==> config.mk <==
export PLATFORM = sky130hd
export DESIGN_NAME = delay_line_cfg_ctrl
export DESIGN_NICKNAME = d
export VERILOG_FILES = /design/src/rtl/delay_line_cfg_ctrl.sv
export SDC_FILE = /design/constraint.sdc
export NUM_CORES = 1
export LEC_CHECK = 0
export CORE_MARGIN = 5
export CORE_UTILIZATION = 52
export DETAILED_ROUTE_END_ITERATION = 6
export GPL_ROUTABILITY_DRIVEN = 0
export HOLD_SLACK_MARGIN = 0.03
export PLACE_DENSITY = 0.77
export SETUP_SLACK_MARGIN = 0.3
export SYNTH_ARGS = -nofsm -noshare
export SYNTH_HDL_FRONTEND = slang
export SYNTH_SLANG_ARGS = --single-unit
==> constraint.sdc <==
create_clock -name clk_i -period 4.25 [get_ports clk_i]
set_input_delay 0.425 -clock clk_i [delete_from_list [all_inputs] [get_ports clk_i]]
set_output_delay 0.425 -clock clk_i [all_outputs]
set_load 0.03 [all_outputs]
==> src/rtl/delay_line_cfg_ctrl.sv <==
`default_nettype none
// ============================================================================
// Module      : delay_line_cfg_ctrl
// Description : Sequences glitch-free reconfiguration of a multiplexed clock
//               delay line. A new select code is accepted over a valid/ready
//               handshake. The delayed clock is gated off and the code is
//               applied either as a single jump or one step at a time. After
//               each code change the controller waits for the mux to settle,
//               then re-enables the delayed clock.
// Revision    : 1.0 - initial release
// ----------------------------------------------------------------------------
// Ports
//   clk_i        in   1       free-running reference clock (not the delayed clk)
//   rst_ni       in   1       asynchronous active-low reset
//   req_valid_i  in   1       new delay request valid
//   req_ready_o  out  1       controller idle, request can be accepted
//   req_delay_i  in   DelayW  requested delay code
//   req_ramp_i   in   1       1 = step by +/-1 per update, 0 = single jump
//   delay_o      out  DelayW  select code driven to the delay line
//   gate_en_o    out  1       clock-gate enable after the delay line
//   busy_o       out  1       reconfiguration in progress
//   done_o       out  1       one-cycle pulse when reconfiguration completes
// ============================================================================
module delay_line_cfg_ctrl #(
  parameter int DelayW       = 4,
  parameter int SettleCycles = 4,
  parameter int ResetDelay   = 0
) (
  input  logic              clk_i,
  input  logic              rst_ni,
  input  logic              req_valid_i,
  output logic              req_ready_o,
  input  logic [DelayW-1:0] req_delay_i,
  input  logic              req_ramp_i,
  output logic [DelayW-1:0] delay_o,
  output logic              gate_en_o,
  output logic              busy_o,
  output logic              done_o
);

  // Counter must hold SettleCycles-1; keep at least one bit so SettleCycles=1
  // still yields a legal vector.
  localparam int CNT_W_RAW = $clog2(SettleCycles + 1);
  localparam int CNT_W     = (CNT_W_RAW < 1) ? 1 : CNT_W_RAW;

  localparam logic [CNT_W-1:0]  CNT_INIT   = CNT_W'(SettleCycles - 1);
  localparam logic [CNT_W-1:0]  CNT_ONE    = CNT_W'(1);
  localparam logic [DelayW-1:0] RESET_CODE = DelayW'(ResetDelay);
  localparam logic [DelayW-1:0] CODE_ONE   = DelayW'(1);

  typedef enum logic [1:0] {
    ST_IDLE   = 2'd0,
    ST_DRAIN  = 2'd1,
    ST_UPDATE = 2'd2,
    ST_SETTLE = 2'd3
  } state_t;

  state_t              state;
  logic [CNT_W-1:0]    cnt;
  logic [DelayW-1:0]   target;
  logic                ramp;
  logic [DelayW-1:0]   step_code;
  logic                xfer;

  // Handshake signals are pure state decodes so a request offered in the
  // done_o cycle (already back in IDLE) is accepted without a bubble.
  assign req_ready_o = (state == ST_IDLE);
  assign busy_o      = (state != ST_IDLE);
  assign xfer        = req_valid_i && req_ready_o;

  // Ramp step is always toward target, so it can never wrap past 0 or the
  // top code: UPDATE is only reached while delay_o != target.
  always_comb begin
    step_code = delay_o;
    if (target > delay_o) begin
      step_code = delay_o + CODE_ONE;
    end else begin
      step_code = delay_o - CODE_ONE;
    end
  end

  always_ff @(posedge clk_i or negedge rst_ni) begin
    if (!rst_ni) begin
      state     <= ST_IDLE;
      cnt       <= '0;
      target    <= RESET_CODE;
      ramp      <= 1'b0;
      delay_o   <= RESET_CODE;
      gate_en_o <= 1'b1;
      done_o    <= 1'b0;
    end else begin
      done_o <= 1'b0;
      unique case (state)
        ST_IDLE: begin
          if (xfer) begin
            target <= req_delay_i;
            ramp   <= req_ramp_i;
            if (req_delay_i == delay_o) begin
              // Nothing to change: acknowledge without touching the gate.
              done_o <= 1'b1;
            end else begin
              gate_en_o <= 1'b0;
              cnt       <= CNT_INIT;
              state     <= ST_DRAIN;
            end
          end
        end

        // Let in-flight delayed-clock edges drain before the mux moves.
        ST_DRAIN: begin
          if (cnt == '0) begin
            state <= ST_UPDATE;
          end else begin
            cnt <= cnt - CNT_ONE;
          end
        end

        ST_UPDATE: begin
          if (ramp) begin
            delay_o <= step_code;
          end else begin
            delay_o <= target;
          end
          cnt   <= CNT_INIT;
          state <= ST_SETTLE;
        end

        // Wait for the mux chain to settle on the new code; either take the
        // next ramp step or release the gate.
        ST_SETTLE: begin
          if (cnt == '0) begin
            if (delay_o != target) begin
              state <= ST_UPDATE;
            end else begin
              gate_en_o <= 1'b1;
              done_o    <= 1'b1;
              state     <= ST_IDLE;
            end
          end else begin
            cnt <= cnt - CNT_ONE;
          end
        end

        default: begin
          state <= ST_IDLE;
        end
      endcase
    end
  end

endmodule
`default_nettype wire

==> summary.md <==
| Metric | Value |
|---|---|
| Hold-fix buffers, CTS | 0 |
| Synth warn | 0 |
| Gr usage total | 16.16% |
| CP Data Arrival Time | 2.98 ns |
| Hold crit path type | register to register |
| Largest net degree at the start of global routing | 17 |
| Residual DRC | 0 |
| Synth area leaders | dfrtp_1, ha_1, mux2_2, inv_1, xor2_1 |
| Critical Path RT | 4.43 ns |
| Nets@finish | 144 |
| Startpoint Class | register |
| Initial antenna violation count | 0 |
| CP endpoint | delay_o[3] |
| Drt pass-1 iters | 4 |
| Setup-failing EPs final | 0 |
| PwrDens | 888.1 mW/mm^2 |
| Tcrit/Tclk final | 66.05% |
| Final Util | 64.50% |
| Die area | 0.002994 sq mm |
| CTS clk-pin slew, worst paths | 0.10 ns |
| DP HPWL | 1618 um |
| Initial Utilization | 53.54% |
| Inserted Clock Buffers | 3 |
| Clk_lat worst skew | 0.29 ns |
| Slew Limit Fails | 0 |
| Core footprint | 0.001942 sq mm |
| Port Buf Inserts | 15 |
| H-tree depth | 1 |
| Post-Syn Area per Cell | 9.902 sq um |
| Detailed Route WL | 1992 um |
| Clock net sink count | 16 |
| Hold Fails Final Rpt | 0 |
| Most frequent cells after synthesis | dfrtp_1, ha_1, inv_1 |
| Synth-to-Final Area Change | 20.46% |
| Layout cells sized above 1 | 11.48% |
| Synth unique cells | 37 |
| Min cycle time layout | 2.807 ns |
| Mapped Area | 0.001040 sq mm |
| Die Span Y | 54.72 um |
| WL/cell | 13.37 um |
| Vias/cell | 5.456 |
| Most common cell in the netlist | dfrtp_1 |
| Post-synth EDFFs | 0 |
| First-pass GRT wire length | 3367 um |
| Synth top area share | 36.10% |
| Grt ovf | 0 |
| Slew of the pin with the lowest slew margin | 0.6934 ns |
| Crit. Startpoint | delay_o[1] |
| Drt first-iter violations | 27 |
| Row cnt | 16 |
| Leakage | 0.5675 nW |
| PostCTS Resize Cnt | 0 |
| Post-Syn Instances | 105 |
| Reg-to-reg setup timing slack | 1.44 ns |
| Max-cap violation count | 0 |
| Maximum vdd ir drop | 0.0006404 V |
| Max frequency | 0.3562 GHz |
| Number of setup buffers added after CTS | 0 |
| CTS root buf | clkbuf_4 |
| RSZ-0062 raised after global routing | false |
| Via count | 813 |
| R2R cell count | 11 |
| Die width | 54.72 um |
| Status | finished clean |
| Post-route ant nets | 0 |
| Clock Skew | 0.002302 ns |
| Clock Tree Buf Depth | 2 |
| Area leader, netlist | dfrtp_1 |
| Vias in the first global route | 794 |
| Total negative slack | 0 ns |
| Critical Path Fanout Max | 6 |
| Synthesized net count | 126 |
| CTS tree | built |
| RR Startpoint | delay_o[1] |
| Normalized max-slew margin | 53.63% |
| Critical path class | register to register |
| Ys async rst share | 100.0% |
| Ports | 16 |
| Crit. End Element | register |
| Top_reg_cell synth | dfrtp_1 |
| Reg2reg end | delay_o[3] |
| ANT cells | 0 |
| Sequential-to-total area share from yosys stat | 38.63% |
| #FFs+latches synth | 16 |
==> how the worst min path moves through the flow <==
stage                start  depth (start not counted)      to  slack [ns]
floorplan           rst_ni                          0  cnt[0]        0.13
global placement    cnt[0]                          1  cnt[0]        0.45
detailed placement  cnt[0]                          1  cnt[0]        0.45
CTS                 cnt[0]                          1  cnt[0]        0.46
global route        cnt[0]                          1  cnt[0]        0.52
finish              cnt[0]                          1  cnt[0]        0.46
==> report_power, final <==
group	switching [mW]	total (mW)	internal, mW
Combinational	0.385	0.716	0.331
Clock	0.0509	0.103	0.0522
Sequential	0.0748	0.293	0.218
==> registers in the layout, summed over array words and instances, names as in the netlist <==
register / flops
target: 4
ramp: 1
gate_en_o: 1
cnt: 3
state: 2
done_o: 1
delay_o: 4
==> worst max-delay path, stage by stage, from the launching register on <==
cell and delay (ns):
dfrtp_1 0.48, inv_1 0.07, ha_1 0.31, and4_1 0.20, a311oi_1 0.40, nand2_1 0.18, ha_1 0.35, a21oi_1 0.16
nand2_1 0.08, a21o_1 0.17, a211oi_1 0.21, nor3b_1 0.08
==> cell families (layout without fill, tap and decap cells) <==
logic type / count (synthesis) / count (layout) / share of synthesized area [%]
adder cells (fa/ha/maj): 13 / 13 / 16.37
flip-flops: 16 / 16 / 38.63
AND/OR/NAND/NOR: 32 / 32 / 15.53
XOR/XNOR: 5 / 5 / 4.212
AO/OA/AOI/OAI: 19 / 19 / 13.84
multiplexers: 6 / 6 / 6.378
buffers and inverters: 14 / 31 / 5.054
==> final cells by class <==
| cell class | count | area [sq um] |
|---|---|---|
| Timing Repair Buffer | 15 | 150.1 |
| Fill cell | 165 | 689.4 |
| Sequential cell | 16 | 401.6 |
| Inverter | 12 | 45.04 |
| Tap cell | 27 | 33.78 |
| Multi-Input combinational cell | 75 | 585.6 |
| Clock buffer | 4 | 36.28 |
==> placed cells by master, fill, tap and decap left out, types with 2 or more instances in the layout <==
cell type,n
nor2b_1,2
ha_1,12
nor3_1,2
dfrtp_1,15
xor2_1,4
clkbuf_4,3
clkdlybuf4s50_1,15
nand3_1,4
a21oi_1,3
o21ai_0,3
inv_1,12
mux2_2,5
o211ai_1,2
nor2_1,8
nand2_1,7
or2_2,2
==> metrics by stage <==
stage	instance area, sq um	worst slack, ns	hold WS, ns	std cells	total power [mW]
4_1_cts	1252	1.453	0.4650	149	1.116
6_report	1252	1.443	0.4619	149	1.112
3_3_place_gp	1216	1.567	0.4452	145	0.9835
3_5_place_dp	1216	1.467	0.4506	145	1.012
2_1_floorplan	1040	1.517	0.1294	105	0.8254
5_1_grt	1252	1.207	0.5211	149	1.218
==> per-layer routing <==
layer  share of wire (%)  routed length, um  track usage (%)
met1                  47                934            21.42
met2                  46                920            24.41
met3                 5.9                117            3.542
met4                 1.0                 20            8.299
met5                   0                  0                0
Power figures use the tool's default switching activity.
